File: config.mk
export PLATFORM = sky130hd
export DESIGN_NAME = output_pipeline
export DESIGN_NICKNAME = d
export VERILOG_FILES = /design/src/rtl/output_pipeline.sv
export SDC_FILE = /design/constraint.sdc
export NUM_CORES = 1
export LEC_CHECK = 0
export CAP_MARGIN = 20
export CELL_PAD_IN_SITES_DETAIL_PLACEMENT = 0
export CELL_PAD_IN_SITES_GLOBAL_PLACEMENT = 1
export CORE_MARGIN = 2
export CORE_UTILIZATION = 39
export DETAILED_ROUTE_END_ITERATION = 16
export PLACE_DENSITY_LB_ADDON = 0.08
export SYNTH_ARGS = -nofsm -noshare
export SYNTH_HDL_FRONTEND = slang
export SYNTH_SLANG_ARGS = --single-unit
File: constraint.sdc
create_clock -name clock -period 5.3 [get_ports clock]
set_input_delay 1.06 -clock clock [delete_from_list [all_inputs] [get_ports clock]]
set_output_delay 1.06 -clock clock [all_outputs]
set_load 0.01 [all_outputs]
File: src/rtl/output_pipeline.sv
// rtl/output_pipeline.sv - result SRAM to frame SRAM pixel packer (optional OUTPUT_ROUND_EN rounding)
module output_pipeline #(
  parameter int N_IN      = 256,
  parameter int FRAC_BITS = 8
) (
  input  logic         clock,
  input  logic         rst_n,
  input  logic         start,
  input  logic         outputBaseOffset,
  output logic [15:0]  m4ReadAddr,
  input  logic [127:0] m4ReadBus,
  output logic [15:0]  m1WriteAddr,
  output logic [127:0] m1WriteBus,
  output logic         m1WE,
  output logic         done
);

  localparam logic [1:0] S_IDLE  = 2'd0;
  localparam logic [1:0] S_RUN   = 2'd1;
  localparam logic [1:0] S_DRAIN = 2'd2;
  localparam logic [1:0] S_DONE  = 2'd3;

  localparam logic [15:0] LAST_ADDR = 16'(N_IN - 1);

  logic [1:0]  state;
  logic [15:0] base_addr;
  logic [15:0] wr_idx;
  logic        rd_pend;
  logic        rd_odd;
  logic [63:0] hold;
  logic [63:0] pix_now;
  logic        run_entry;
  logic        cap;

  // One signed Q-format sample to a saturated 8-bit pixel; the 17-bit
  // working width keeps the rounding add from wrapping before the clamp.
  function automatic logic [7:0] to_pixel(input logic [15:0] s);
    logic signed [16:0] w;
    logic signed [16:0] v;
    w = signed'({s[15], s});
`ifdef OUTPUT_ROUND_EN
    w = w + (17'sd1 <<< (FRAC_BITS - 1));
`endif
    v = w >>> FRAC_BITS;
    if (v < 17'sd0) begin
      return 8'h00;
    end else if (v > 17'sd255) begin
      return 8'hFF;
    end else begin
      return v[7:0];
    end
  endfunction

  assign run_entry = (state == S_IDLE) && start;
  // A returning read is only used while the run is still requested, so an
  // abort discards whatever is in flight on the same edge.
  assign cap       = rd_pend && start;

  // Convert all eight lanes of the word currently on the read bus.
  always_comb begin
    pix_now = '0;
    for (int j = 0; j < 8; j++) begin
      pix_now[8*j +: 8] = to_pixel(m4ReadBus[16*j +: 16]);
    end
  end

  // Frame sequencing; dropping start leaves any active state for IDLE.
  always_ff @(posedge clock or negedge rst_n) begin
    if (!rst_n) begin
      state <= S_IDLE;
    end else begin
      case (state)
        S_IDLE:  if (start) state <= S_RUN;
        S_RUN: begin
          if (!start)                        state <= S_IDLE;
          else if (m4ReadAddr == LAST_ADDR)  state <= S_DRAIN;
        end
        S_DRAIN: begin
          if (!start)                        state <= S_IDLE;
          else if (m1WE && !rd_pend)         state <= S_DONE;
        end
        S_DONE:  if (!start) state <= S_IDLE;
        default: state <= S_IDLE;
      endcase
    end
  end

  // Read address: zeroed on run entry, stepped once per RUN cycle, held otherwise.
  always_ff @(posedge clock or negedge rst_n) begin
    if (!rst_n) begin
      m4ReadAddr <= 16'h0000;
    end else if (run_entry) begin
      m4ReadAddr <= 16'h0000;
    end else if ((state == S_RUN) && start && (m4ReadAddr != LAST_ADDR)) begin
      m4ReadAddr <= m4ReadAddr + 16'h0001;
    end
  end

  // Track which issued address has its data on the bus next cycle, and its parity.
  always_ff @(posedge clock or negedge rst_n) begin
    if (!rst_n) begin
      rd_pend <= 1'b0;
      rd_odd  <= 1'b0;
    end else begin
      rd_pend <= (state == S_RUN) && start;
      rd_odd  <= m4ReadAddr[0];
    end
  end

  // Latch the destination base and restart the output word count on run entry.
  always_ff @(posedge clock or negedge rst_n) begin
    if (!rst_n) begin
      base_addr <= 16'h0000;
    end else if (run_entry) begin
      base_addr <= outputBaseOffset ? 16'h8000 : 16'h0000;
    end
  end

  // Pair even/odd words: even word parks in hold, odd word triggers one write.
  always_ff @(posedge clock or negedge rst_n) begin
    if (!rst_n) begin
      hold        <= '0;
      wr_idx      <= 16'h0000;
      m1WE        <= 1'b0;
      m1WriteAddr <= 16'h0000;
      m1WriteBus  <= '0;
    end else begin
      m1WE <= cap && rd_odd;
      if (run_entry) begin
        hold   <= '0;
        wr_idx <= 16'h0000;
      end else if (cap && !rd_odd) begin
        hold <= pix_now;
      end else if (cap && rd_odd) begin
        m1WriteBus  <= {pix_now, hold};
        m1WriteAddr <= base_addr + wr_idx;
        wr_idx      <= wr_idx + 16'h0001;
      end
    end
  end

  // done rises with the DONE state and falls as soon as start is released.
  always_ff @(posedge clock or negedge rst_n) begin
    if (!rst_n) begin
      done <= 1'b0;
    end else begin
      done <= start && (((state == S_DRAIN) && m1WE && !rd_pend) || (state == S_DONE));
    end
  end

endmodule

==> results.md, run 1 <==
- DR iter-0 viols: 440
- Seq/Total Area, Yosys: 64.6%
- Pin count of the biggest net entering global routing: 129
- Reg2Reg Launch Point: m4ReadAddr[0]
- Routed wire per std cell: about 17 µm
- Post-route ant nets: 0
- Final net count: roughly 1100
- Max_cap viols: 0
- Min-delay src: m1WriteBus[80]
- Seq pwr share: roughly 47%
- Final WL: 22.7 mm
- Global route overflow: 0
- Max clock buf depth: 3
- Top area cells in the synthesized netlist: dfrtp_1, mux2_2, nand2_1
- Crit. End Element: register
- First-pass GRT wire length: 37.4 mm
- Ys async rst share: 100%
- Status: complete, no violations
- DR pass1 iterations: 4
- Internal power: 0.00339 W
- Top cells by instance count after synthesis: dfrtp_1, nand2_1, mux2_2
- # rows: 57
- DIE HEIGHT: between 150 and 200 µm
- Synth-to-Final Area Change: 36.7%
- Logic pwr share: 11.6%
- Max-slew headroom: a little over a third
- Worst Path Max Fanout: 35
- CP arrival: 3.47 ns
- Gpl congestion: 0.784
- Layout cells sized above 1: 13.6%
- Hpwl dp: 14.9 mm
- CTS sink count: 247
- Yosys top cell area share: 64.6%
- DR DRC count: 0
- Final Cycle Share: 56.9%
- Fin. Hold Viols: 0
- Startpoint types: input pin
- I/O pin total: between 200 and 300
- VDD IR max: 0.172 mV
- DP Worst Slack: about 1.7 ns
- Syn Area/Cell: 12.3 µm²
- Max Transition Viols Final: 0
- Core Area: 24200 µm²
- CTS root buf: clkbuf_16
- Post-synthesis cell count: 778
- Synth Cell Area: 9570 µm²
- Post-layout instance area: 13100 µm²
- Post-synth EDFFs: 0
- Initial Util: 39.6%
- CTS clk-pin slew, worst paths: 0.06 ns
- Yosys warning count: 0
- PortBufs: 229
- Most frequent cell after synthesis: dfrtp_1
- Initial antenna violation count: 0
- Tot GR Track Use: 17.8%
- Resize count post-CTS: 0
- Hold Path Class: reg -> reg
- Fin Clk Skew: 0.00956 ns
- Core Util, Final: 54.1%
- Setup violations, final: 0
- Die area: 25800 µm²
- FMAX: 331 MHz
- CP Launch Point: start
- Total CTS buffers: 27
- Vias: 6639
- Synth Net Count: 912
- CTS tree: yes
- PD cells: 339 nW/µm²
- Switching power: 0.00104 W
- Final WS setup: 2.28 ns
- CTS Hold Bufs: 0
- Yosys top cell by area: dfrtp_1
- Vias in the first global route: just under 7000
- Net Sw Frac: 23.6%
- Min Tclk post-route: 3.02 ns
- WHS: 0.478 ns
- Lkg Pwr: between 6 and 7 nW
- Clk_lat worst skew: 0.52 ns
- Placed cell area: between 10000 and 15000 µm²
- Number of setup buffers added after CTS: 0
- Setup TNS: 0 ns
- Unrepaired setup endpoints after global routing: no
- Die width: around 160 µm
- Antenna diode count: 0
- #FFs+latches synth: 247
- WS Path Type: in -> reg
- Required @ worst endpoint: 5.75 ns
- Worst-margin pin slew: ~0.96 ns
- Synth unique cells: 36
- Vias per cell: 4.92
- Clk pwr share: 41.7%
- Primary FF master, synth: dfrtp_1
- H-tree depth: 1
[cell type report]
class                   count  area, µm²
well taps                 324        405
repair buffers            238       2390
flip-flops and latches    247       6180
clock inverters             6       58.8
fillers                  2127      11100
multi-input cells         477       3170
inverters                  14       52.6
clock buffers              43        826
[power groups by stage]
stage          Combinational (W)  Clock (W)  Sequential, W
2_1_floorplan           0.000129          0        0.00214
3_3_place_gp            0.000521          0        0.00210
3_5_place_dp            0.000524          0        0.00210
4_1_cts                 0.000526    0.00191        0.00207
5_1_grt                 0.000567    0.00199        0.00209
6_report                0.000514    0.00185        0.00207
[per-stage QoR]
stage | std cells | power, W
2_1_floorplan | 778 | 0.00227
3_3_place_gp | 1299 | 0.00262
3_5_place_dp | 1299 | 0.00263
4_1_cts | 1348 | 0.00451
5_1_grt | 1349 | 0.00465
6_report | 1349 | 0.00443
[cells by family (layout without fill, tap and decap cells)]
logic type | after synthesis | count (layout) | synth area share, %
AOI/OAI and AO/OA | 144 | 144 | 10.2
xor gates and xnor gates | 14 | 14 | 1.28
adders and majority gates | 2 | 2 | 0.261
buffers and inverters | 54 | 301 | 2.60
DFF | 247 | 247 | 64.6
muxes | 82 | 82 | 9.61
and+or+nand+nor | 235 | 235 | 11.5
[path summary, 6_finish.rpt]
path,to,slack (ns),cells after the start
max in group asynchronous,m1WriteBus[8],3.48,2
min in group asynchronous,m1WriteBus[12],0.58,1
worst max-delay path,hold[8],2.28,7
worst min-delay path,m1WriteBus[80],0.48,2
worst max register to register,state[0],2.92,5
worst min register to register,m1WriteBus[80],0.48,2
[critical path: stages]
cell and delay (ns):
clkdlybuf4s50_1 0.61, inv_1 0.20, nor3_2 0.05, buf_4 0.24, nor2_4 0.75, buf_4 0.37
a22o_1 0.18
[flip-flops by register name (all words and copies together) (netlist names)]
register and cells:
m1WriteBus 128, m4ReadAddr 16, wr_idx 16, rd_odd 1
hold 64, m1WE 1, done 1, base_addr 1
state 2, rd_pend 1, m1WriteAddr 16
[layout by cell type (no fill, tap or decap), types with 9 or more instances in the layout]
master             n
nand2_1          132
nand3_1           13
nand4_1           12
dfrtp_1          247
clkbuf_16         27
a22o_1            56
clkbuf_8           9
and2_1            16
mux2_2            79
nor2_1            26
o21ai_0           64
clkdlybuf4s50_1  228
xnor2_1           10
[routing by layer]
layer / track usage [%] / vias to the layer above / share of wire (%)
met5: 0 / - / 0
met3: 4.73 / 26 / 6.8
met1: 25.6 / 3249 / 47
li1: - / 3193 / -
met4: 3.77 / 0 / 1.5
met2: 27.3 / 171 / 45
Note: power is estimated with default switching activity, not from simulation.
==> inputs of run 2 (changes only) <==
--- a/config.mk
+++ b/config.mk
@@ -9,7 +9,7 @@
 export CELL_PAD_IN_SITES_DETAIL_PLACEMENT = 0
 export CELL_PAD_IN_SITES_GLOBAL_PLACEMENT = 1
 export CORE_MARGIN = 2
-export CORE_UTILIZATION = 39
+export CORE_UTILIZATION = 33
 export DETAILED_ROUTE_END_ITERATION = 16
 export PLACE_DENSITY_LB_ADDON = 0.08
 export SYNTH_ARGS = -nofsm -noshare
==> constraint.sdc (replaced) <==
create_clock -name clock -period 2.45 [get_ports clock]
set_input_delay 0.49 -clock clock [delete_from_list [all_inputs] [get_ports clock]]
set_output_delay 0.49 -clock clock [all_outputs]
set_load 0.01 [all_outputs]
==> run 2 against run 1 <==
Compared with the run above: sequential share of layout area down 1.5 points; combinational power rose by 120%; first-iteration DRC count is 30% lower; flip-flop and latch count unchanged; via count is 1.8% higher; core utilization fell by 6.9 points; power rose by 130%; register-to-register slack got worse by 2.4 ns; hold slack worse by 0.0051 ns.
==> results.md, run 2 (synthesis results as in run 1) <==
- Commonest non-fill, non-tap cell in the layout: dfrtp_1 (unchanged)
- CP max stage cell: clkdlybuf4s50_1 (was nor2_4)
- Status: complete, no violations (unchanged)
- # rows: 62 (was 57)
- Synth-to-Final Area Change: 41.3% (was 36.7%)
- Unrepaired setup endpoints after global routing: no (unchanged)
- Delay-heaviest family, CP: buffers and inverters (unchanged)
- PortBufs: 229 (unchanged)
- Net Sw Frac: 23.0% (was 23.6%)
- Core Area: 28600 µm² (was 24200 µm²)
- Hold Path Class: reg -> reg (unchanged)
- Largest registers: m1WriteBus (128), hold (64) (unchanged)
- Max-slew headroom: 67.6% (was 36.0%)
- Largest stage delay, worst path: 0.59 ns (was 0.75 ns)
- Max Transition Viols Final: 0 (unchanged)
- Final net count: 1165 (was 1139)
- Antenna diode count: 0 (unchanged)
- Min Tclk post-route: 2.09 ns
- Crit. End Element: output pin (was register)
- Final WL: 23.9 mm (was 22.7 mm)
- WS Path Type: reg -> out (was in -> reg)
- Internal power: 0.00776 W (was 0.00339 W)
- Fin Clk Skew: 0.00953 ns (was 0.00956 ns)
- WHS: 0.473 ns (was 0.478 ns)
- Layout cells sized above 1: 15.8% (was 13.6%)
- Post-route ant nets: 0 (unchanged)
- CP arrival: 1.60 ns (was 3.47 ns)
- Setup violations, final: 0 (unchanged)
- Placed cell area: 12500 µm² (was 12200 µm²)
- Vias: 6756 (was 6639)
- Seq pwr share: 44.4% (was 46.7%)
- CTS tree: yes (unchanged)
- Setup TNS: 0 ns (unchanged)
- Worst-margin pin slew: 0.486 ns (was 0.958 ns)
- Number of setup buffers added after CTS: 0 (unchanged)
- Tot GR Track Use: 15.8% (was 17.8%)
- CTS root buf: clkbuf_16 (unchanged)
- Gpl congestion: 0.757 (was 0.784)
- Required @ worst endpoint: 1.96 ns (was 5.75 ns)
- DR DRC count: 0 (unchanged)
- Reg with most FFs: m1WriteBus (unchanged)
- CTS clk-pin slew, worst paths: 0.06 ns (about the same)
- DIE HEIGHT: 174 µm (was 161 µm)
- Vias per cell: 4.72 (was 4.92)
- Buf/Inv on CP: 1 (was 4)
- Die width: 174 µm (was 161 µm)
- H-tree depth: 1 (unchanged)
- Hold Path Stages: 2 (unchanged)
- Max clock buf depth: 3 (unchanged)
- Max_cap viols: 0 (unchanged)
- Initial antenna violation count: 0 (unchanged)
- DR pass1 iterations: 4 (unchanged)
- Worst Path Max Fanout: 7 (was 35)
- Logic pwr share: 11.4% (was 11.6%)
- CTS sink count: 247 (unchanged)
- Total CTS buffers: 28 (was 27)
- Post-layout instance area: 13500 µm² (was 13100 µm²)
- Clk pwr share: 44.2% (was 41.7%)
- VDD IR max: 0.473 mV (was 0.172 mV)
- PD cells: 746 nW/µm² (was 339 nW/µm²)
- Vias in the first global route: 6889 (was 6818)
- Hpwl dp: 16.0 mm (was 14.9 mm)
- I/O pin total: 294 (unchanged)
- Cell Chain, Critical Path: clkdlybuf4s50_1 (was clkdlybuf4s50_1 > inv_1 > nor3_2 > buf_4 > nor2_4 > buf_4 > a22o_1)
- Critical path depth in cells: 1 (was 7)
- Final WS setup: 0.355 ns (was 2.28 ns)
- Most frequent cells in the layout: dfrtp_1, clkdlybuf4s50_1, nand2_1, mux2_2, o21ai_0 (unchanged)
- Final Cycle Share: 85.5%
- First-pass GRT wire length: 38.8 mm (was 37.4 mm)
- R2R depth: 6 (was 5)
- Die area: 30400 µm² (was 25800 µm²)
- Switching power: 0.00232 W (was 0.00104 W)
- DP Worst Slack: 0.112 ns (was 1.71 ns)
- Fin. Hold Viols: 0 (unchanged)
- Pin count of the biggest net entering global routing: 65 (was 129)
- Clk_lat worst skew: 0.53 ns (was 0.52 ns)
- Max FFs per register: 128 (unchanged)
- Startpoint types: register (was input pin)
- FMAX: 477 MHz
- Routed wire per std cell: 16.7 µm (was 16.8 µm)
- Lkg Pwr: 6.24 nW (was 6.04 nW)
- Global route overflow: 0 (unchanged)
- DR iter-0 viols: 310 (was 440)
- Initial Util: 33.4% (was 39.6%)
run 2: cell types whose count changed in the layout (fill, tap and decap cells not counted), moves of 4 or more:
cell / before / now
buf_4: 7 / 25
buf_12: 2 / 8
clkbuf_1: 7 / 2
bufinv_16: 1 / 5
clkbuf_8: 9 / 5
run 2: timing repair:
| action | 4_1_cts | 5_1_grt |
|---|---|---|
| hold buffers | 1 | 0 |
| endpoints found under the hold margin | 56 | 0 |
| gates resized for setup | 0 | 0 |
run 2: layout make-up:
type	count	area (µm²)
Multi-Input combinational cell	477	3160
Timing Repair Buffer	263	2660
Clock buffer	36	802
Clock inverter	11	185
Fill cell	2653	15100
Sequential cell	247	6180
Tap cell	384	480
Inverter	14	52.6
run 2: metal layers:
metal	global-route usage (%)	vias up	routed length, µm
met1	22.7	3304	11300
met5	0	-	0
met4	3.05	0	276
met2	23.9	190	10600
met3	4.48	24	1780
li1	-	3238	-
run 2: stage by stage:
stage                     instances  total power, W  utilization (%)
final                          1432          0.0101             47.2
after global routing           1432          0.0106             47.2
after CTS                      1432          0.0103             47.2
after detailed placement       1384         0.00573             43.7
after global placement         1384         0.00572             43.7
after floorplan                 778         0.00492                -
run 2: final timing paths:
path / from / endpoint / slack [ns]
setup reg to reg: m4ReadAddr[0] / state[0] / 0.48
setup / recovery: m4ReadAddr[0] / m4ReadAddr[0] / 0.36
min in group asynchronous: rst_n / m1WriteBus[12] / 0.51
max in group asynchronous: rst_n / hold[51] / 1.22
hold / removal: m1WriteBus[76] / m1WriteBus[76] / 0.47
hold reg to reg: m1WriteBus[76] / m1WriteBus[76] / 0.47
run 2: tightest hold or removal path, cell delays in order (launching register included):
cell and delay (ns):
dfrtp_1 0.34, nand2_1 0.04, o21ai_0 0.05
run 2: power by group through the flow:
stage | registers, W | logic, W | clock network (W)
final | 0.00448 | 0.00115 | 0.00446
after global routing | 0.00452 | 0.00127 | 0.00479
after floorplan | 0.00464 | 0.000280 | 0
after detailed placement | 0.00456 | 0.00117 | 0
after CTS | 0.00449 | 0.00118 | 0.00460
after global placement | 0.00455 | 0.00117 | 0
